===== src/rtl/sic1_cpu.sv =====
// SUBLEQ execution core: fetches (A, B, C) at pc, writes mem[A] - mem[B] back to A and
// branches to C when the 8-bit signed result is <= 0. Six clocks per instruction while en is high.
module sic1_cpu #(
  parameter logic [7:0] RESET_PC  = 8'd0,
  parameter logic [7:0] ADDR_HALT = 8'd255
) (
  input  logic       clk,
  input  logic       rst_n,
  input  logic       en,
  output logic [7:0] mem_addr,
  input  logic [7:0] mem_rdata,
  output logic       mem_wr_en,
  output logic [7:0] mem_wdata,
  output logic [7:0] pc,
  output logic       halted
);

  typedef enum logic [2:0] {
    StFetchA,
    StFetchB,
    StFetchC,
    StLoadA,
    StLoadB,
    StExec,
    StHalted
  } state_e;

  state_e     state_q, state_d;
  logic [7:0] pc_q, pc_d;
  logic [7:0] a_q, a_d;
  logic [7:0] b_q, b_d;
  logic [7:0] c_q, c_d;
  logic [7:0] va_q, va_d;
  logic [7:0] vb_q, vb_d;

  logic [7:0] result;
  logic       taken;
  logic [7:0] pc_p1, pc_p2, pc_p3;
  logic [7:0] pc_next;

  always_ff @(posedge clk or negedge rst_n) begin
    if (!rst_n) begin
      state_q <= StFetchA;
      pc_q    <= RESET_PC;
      a_q     <= 8'd0;
      b_q     <= 8'd0;
      c_q     <= 8'd0;
      va_q    <= 8'd0;
      vb_q    <= 8'd0;
    end else begin
      state_q <= state_d;
      pc_q    <= pc_d;
      a_q     <= a_d;
      b_q     <= b_d;
      c_q     <= c_d;
      va_q    <= va_d;
      vb_q    <= vb_d;
    end
  end

  // Branch on the sign of the truncated result only; signed overflow is ignored.
  assign result  = va_q - vb_q;
  assign taken   = (result == 8'd0) || result[7];
  assign pc_p1   = pc_q + 8'd1;
  assign pc_p2   = pc_q + 8'd2;
  assign pc_p3   = pc_q + 8'd3;
  assign pc_next = taken ? c_q : pc_p3;

  always_comb begin
    state_d   = state_q;
    pc_d      = pc_q;
    a_d       = a_q;
    b_d       = b_q;
    c_d       = c_q;
    va_d      = va_q;
    vb_d      = vb_q;
    mem_addr  = pc_q;
    mem_wr_en = 1'b0;

    unique case (state_q)
      StFetchA: begin
        mem_addr = pc_q;
        if (en) begin
          a_d     = mem_rdata;
          state_d = StFetchB;
        end
      end
      StFetchB: begin
        mem_addr = pc_p1;
        if (en) begin
          b_d     = mem_rdata;
          state_d = StFetchC;
        end
      end
      StFetchC: begin
        mem_addr = pc_p2;
        if (en) begin
          c_d     = mem_rdata;
          state_d = StLoadA;
        end
      end
      StLoadA: begin
        mem_addr = a_q;
        if (en) begin
          va_d    = mem_rdata;
          state_d = StLoadB;
        end
      end
      StLoadB: begin
        mem_addr = b_q;
        if (en) begin
          vb_d    = mem_rdata;
          state_d = StExec;
        end
      end
      StExec: begin
        // A stalled EXEC holds its write until en returns, so each instruction writes once.
        mem_addr  = a_q;
        mem_wr_en = en;
        if (en) begin
          pc_d    = pc_next;
          state_d = (pc_next == ADDR_HALT) ? StHalted : StFetchA;
        end
      end
      StHalted: begin
        mem_addr = pc_q;
      end
      default: begin
        state_d = StFetchA;
      end
    endcase
  end

  assign mem_wdata = result;
  assign pc        = pc_q;
  assign halted    = (state_q == StHalted);

endmodule


===== config.mk =====
export PLATFORM = sky130hd
export DESIGN_NAME = sic1_cpu
export DESIGN_NICKNAME = d
export VERILOG_FILES = /design/src/rtl/sic1_cpu.sv
export SDC_FILE = /design/constraint.sdc
export NUM_CORES = 1
export LEC_CHECK = 0
export BUFFER_PORTS_ARGS = -buffer_cell sky130_fd_sc_hd__buf_2
export CELL_PAD_IN_SITES_DETAIL_PLACEMENT = 0
export CELL_PAD_IN_SITES_GLOBAL_PLACEMENT = 2
export CORE_UTILIZATION = 33
export CTS_BUF_LIST = sky130_fd_sc_hd__clkbuf_16
export CTS_CLUSTER_DIAMETER = 120
export DETAILED_ROUTE_END_ITERATION = 10
export PLACE_DENSITY_LB_ADDON = 0.1
export SLEW_MARGIN = 40
export SYNTH_ARGS = -nofsm -noshare
export SYNTH_HDL_FRONTEND = slang
export SYNTH_SLANG_ARGS = --single-unit

===== constraint.sdc =====
create_clock -name clk -period 2.41 [get_ports clk]
set_input_delay 0.241 -clock clk [delete_from_list [all_inputs] [get_ports clk]]
set_output_delay 0.241 -clock clk [all_outputs]
set_load 0.02 [all_outputs]

* Yosys cells after proc, flatten, opt, wreduce, memory -nomap -nowiden *
Cells that the tools add are included.

word-level totals
  register bits = 51
  bits in latches = 0
  RAM bits = 0
  ROM bits = 0
  input bits = 11
  output and inout bits = 26
  memories = 0

operators by class
  add/subtract/negate cells = 4
  multiply operators = 0
  divide/modulo/power cells = 0
  $lt $le $gt $ge = 0
  equal/unequal tests = 13
  shifts and indexed selects = 0
  mux-type cells = 11
  bitwise logic cells = 1
  reduce and logical (&&, ||, !) cells = 11

operators with widths
  operator               number
  $pmux W8 S4            1
  $mux W3                7
  $pmux W3 S7            1
  $add A8 B2 Y8 const B  2
  $ne A2 B2 Y1 const B   6
  $reduce_and A2 Y1      6
  $eq A3 B3 Y1 const B   3
  $add A8 B1 Y8 const B  1
  $eq A8 B8 Y1 const B   1
  $logic_not A8 Y1       1
  $mux W8                1
  $sub A8 B8 Y8          1
  $reduce_and A7 Y1      1
  $eq A3 B2 Y1 const B   2
  $eq A3 B1 Y1 const B   1
  $logic_not A3 Y1       1
  $reduce_or A2 Y1       1
  $logic_or A1 B1 Y1     1
  $mux W1                1
  $not A1 Y1             1

* Logic depth before layout (Yosys ltp) *
  word-level depth = 8
  depth in mapped cells = 11
  gate-level depth less buffers = 10

* Least setup slack after synthesis *
OpenSTA, ideal clock, no wires.

  kind = flip-flop to flip-flop
  start point = register va_q[0]
  end point = register pc_q[7], in the netlist pc[7]
  arrival time = 2.617 ns
  required time = 2.277 ns
  path slack = -0.340 ns
  cell stages (with the launch flop) = 12
  period minus slack after synthesis = 2.750 ns
  cell sequence = dfrtp_1 -> inv_1 -> ha_1 -> fa_1 -> nand2b_1 -> a21oi_1 -> xor2_1 -> a211oi_2 -> a31oi_4 -> buf_6 -> mux2i_1 -> a2bb2oi_1

between the ends
  word-level cells in the longest chain between the ends = 4

ends and longest elaborated chain
  element                 line  source
  start, declared         33    logic [7:0] va_q, va_d;
  start signal, assigned  56    va_q <= va_d;
  $sub A8 B8 Y8           62    assign result = va_q - vb_q;
  named net mem_wdata[4]  13    output logic [7:0] mem_wdata,
  $logic_not A8 Y1        63    assign taken = (result == 8'd0) || result[7];
  $logic_or A1 B1 Y1      63
  $mux W8                 67    assign pc_next = taken ? c_q : pc_p3;
  end signal, assigned    52    pc_q <= pc_d;
  end, declared           29    logic [7:0] pc_q, pc_d;

The timed path passes the listed nets, and every way through them passes these cells.
A chain may end at the register's enable or synchronous reset.

* Worst setup path after layout *
  start point = register va_q[1]
  end point = register state_q[2]

between the ends
  word-level cells in the longest chain between the ends = 8

ends and longest elaborated chain
  element               line  source
  $sub A8 B8 Y8 *       62
  $logic_not A8 Y1      63
  $logic_or A1 B1 Y1 *  63
  $mux W8 *             67
  $eq A8 B8 Y1 *        122   state_d = (pc_next == ADDR_HALT) ? StHalted : StFetchA;
  $mux W3 *             122
  $mux W3 *             120   if (en) begin
  $pmux W3 S7 *         80    unique case (state_q)
  end signal, assigned  43    state_q <= StFetchA;
  end signal, assigned  51    state_q <= state_d;
  end, declared         28    state_e state_q, state_d;

Mark *: on every way between the ends. The rest lies on a longest branch, timed or not. The select of a mux whose other input is x is not followed.

==> impl_metrics.tcl <==
set metrics [dict create \
    status "complete, but fails checks" \
    violations "setup timing" \
    placed_cell_area_um2 3870 \
    grt_use_total_pct 19.1 \
    diodes 0 \
    critPathMaxFanout 4 \
    hold_path_class "input port to flop" \
    gp_congestion 0.795 \
    synth_top_cell_area_share_pct 39.4 \
    synthesis.area_um2 3240 \
    regArea_um2 1280 \
    setup-tns-final_ns -0.0246 \
    grt_first_pass_wirelength_um 14600 \
    totalWireLength_um 9280 \
    avgRoutedWirePerCell_um 17.1 \
    yosysSeqAreaShare_pct 39.4 \
    syn_nets 367 \
    fmax_ghz 0.413 \
    io_pins 37 \
    cts_buffers 5 \
    syn_inst 344 \
    multi_input_area_um2 1900 \
    ys_ff_latch 51 \
    n_fill_cell 966 \
    cts_setup_buffers 0 \
    cp-startpoint "va_q[1]" \
    skew_ns 0.0104 \
    drtPass1Iterations 5 \
    h-tree-depth 2 \
    vias_per_cell 5.20 \
    critPathCaptureType "flop" \
    path_class "flop to flop" \
    yosys_warnings 0 \
    die_x_um 101 \
    start_kind "flop" \
    vias 2820 \
    synth_edf_count 0 \
    yosys.cell_count.top_type "dfrtp_1" \
    die_y_um 101 \
    synth_area_leaders "dfrtp_1, mux2_2, ha_1, nand2_1, mux2i_1" \
    finalSetupViolations 3 \
    cts_root_buf "clkbuf_16" \
    grt_pass1_vias 2624 \
    yosys.cell_types.count 53 \
    fin_cells 542 \
    port_buffers 36 \
    drtAntennaViolNets 0 \
    finalCriticalPeriod_ns 2.42 \
    fin_crit_sh_pct 101 \
    rows 35 \
    worst_pin_slew_ns 0.436 \
    antenna_found_initial 0 \
    finalWorstSetupSlack_ns -0.0136 \
    ys.flop_type "dfrtp_1" \
    drt_iter0_markers 90 \
    drc 0 \
    synth_common_cells "dfrtp_1, mux2_2, nand2_1, nor2_1, o21ai_0" \
    path_clk_slew_ns 0.07 \
    grt_start_max_net_pins 52 \
    dp_cells 532 \
    hold_viol 0 \
    max_slew_margin_pct 70.9 \
    cp.required_ns 2.57 \
    initial_core_util_pct 34.6 \
    clkLatencyLatePin_ns 0.30 \
    r2r_start "va_q[1]" \
    clockBufferDepth 2 \
    gr-total-overflow 0 \
    cts_num_sinks 51 \
    cts_tree "yes" \
    drive_gt1_share_pct 35.8 \
    synth.avg_cell_area_um2 9.41 \
    core_um2 9370 \
    final_nets 435 \
    worst_ep_arrival_time_ns 2.59 \
    dieArea_um2 10200 \
    fin_util_pct 44.4 \
    syn_to_final_growth_pct 28.4 \
    slew_viol_final 0 \
    synth.largest_area_cell "dfrtp_1" \
    synthArstFlopShare_pct 100 \
    rsz0062_at_grt "yes" \
    drv_cap 0 \
    hold_start "mem_rdata[4]" \
    final_cell_area_um2 4160 \
    dp_hpwl_um 6900 \
]
==> cells in the final DEF (no fill, tap or decap), types with 4 or more instances in the layout <==
cell       synthesis  layout
a31oi_1            7       7
o21ai_0           22      21
a2bb2oi_1          5       5
o211ai_1           8       8
clkbuf_16          0       6
a22oi_1            5       5
buf_2              1      34
xnor2_1            4       4
nor3_1             9       8
nand3_1           11      11
mux2i_1           11      11
mux2_2            35      35
dfrtp_1           51      51
ha_1              11       9
inv_1             21      19
a21oi_2            4       4
a21oi_1           16      14
buf_4              0      42
nand2_1           34      34
nor2_1            24      22
nand4_1            5       5
==> critical path, stage by stage, from the launching register on <==
cell	delay [ns]
dfrtp_1	0.40
ha_1	0.29
nor2b_4	0.13
o2111a_2	0.25
buf_4	0.14
nor2_1	0.17
o221ai_4	0.16
a31oi_4	0.31
mux2i_1	0.32
o211ai_1	0.12
==> cell families (layout without fill, tap and decap cells) <==
| logic type | after synthesis | in the layout | share of synthesized area, % |
|---|---|---|---|
| simple gates | 97 | 97 | 14.1 |
| compound gates | 89 | 89 | 19.0 |
| flops | 51 | 51 | 39.4 |
| mux | 46 | 46 | 15.6 |
| buf+inv | 42 | 111 | 5.14 |
| fa+ha+maj | 12 | 12 | 4.87 |
| xor+xnor | 7 | 7 | 1.89 |
==> metal layers <==
| metal | global-route usage [%] | wire length [µm] |
|---|---|---|
| met5 | 0 | 0 |
| met3 | 2.84 | 346 |
| met1 | 29.5 | 4800 |
| met2 | 27.9 | 4060 |
| met4 | 4.01 | 70 |
==> final timing paths <==
check / depth (start not counted) / end / slack (ns)
max in group asynchronous: 3 / state_q[0] / 1.70
hold / removal: 3 / vb_q[4] / 0.22
hold reg to reg: 1 / va_q[4] / 0.51
setup / recovery: 9 / state_q[2] / -0.01
setup reg to reg: 9 / state_q[2] / -0.01
min in group asynchronous: 3 / c_q[0] / 0.47
==> what timing repair did <==
item	4_1_cts	5_1_grt
endpoints found under the hold margin	51	0
resized for setup	7	15
cloned	0	1
endpoints found under the setup margin	7	17
pin swaps	0	9
hold buffers	1	0
==> sequential cells by signal (all words and copies together), names as in the netlist <==
signal and count:
vb_q 8, a_q 8, pc 8, va_q 8
b_q 8, state_q 3, c_q 8
==> final cells by class <==
class | instances | share of cell area, %
multi-input cells | 251 | 45.7
inverters | 22 | 1.99
repair buffers | 81 | 13.8
well taps | 129 | 3.88
flip-flops and latches | 51 | 30.7
clock inverters | 3 | 1.02
clock buffers | 5 | 3.01
==> metrics by stage <==
stage | worst slack (ns) | hold slack [ns]
floorplan | -0.0596 | -0.0546
global placement | -0.0255 | 0.253
detailed placement | -0.0897 | 0.256
CTS | -0.0438 | 0.226
global route | -0.150 | 0.244
finish | -0.0136 | 0.220
Power is not shown: default switching activity piles up to over one toggle a cycle in this logic, so the estimate is an artifact.
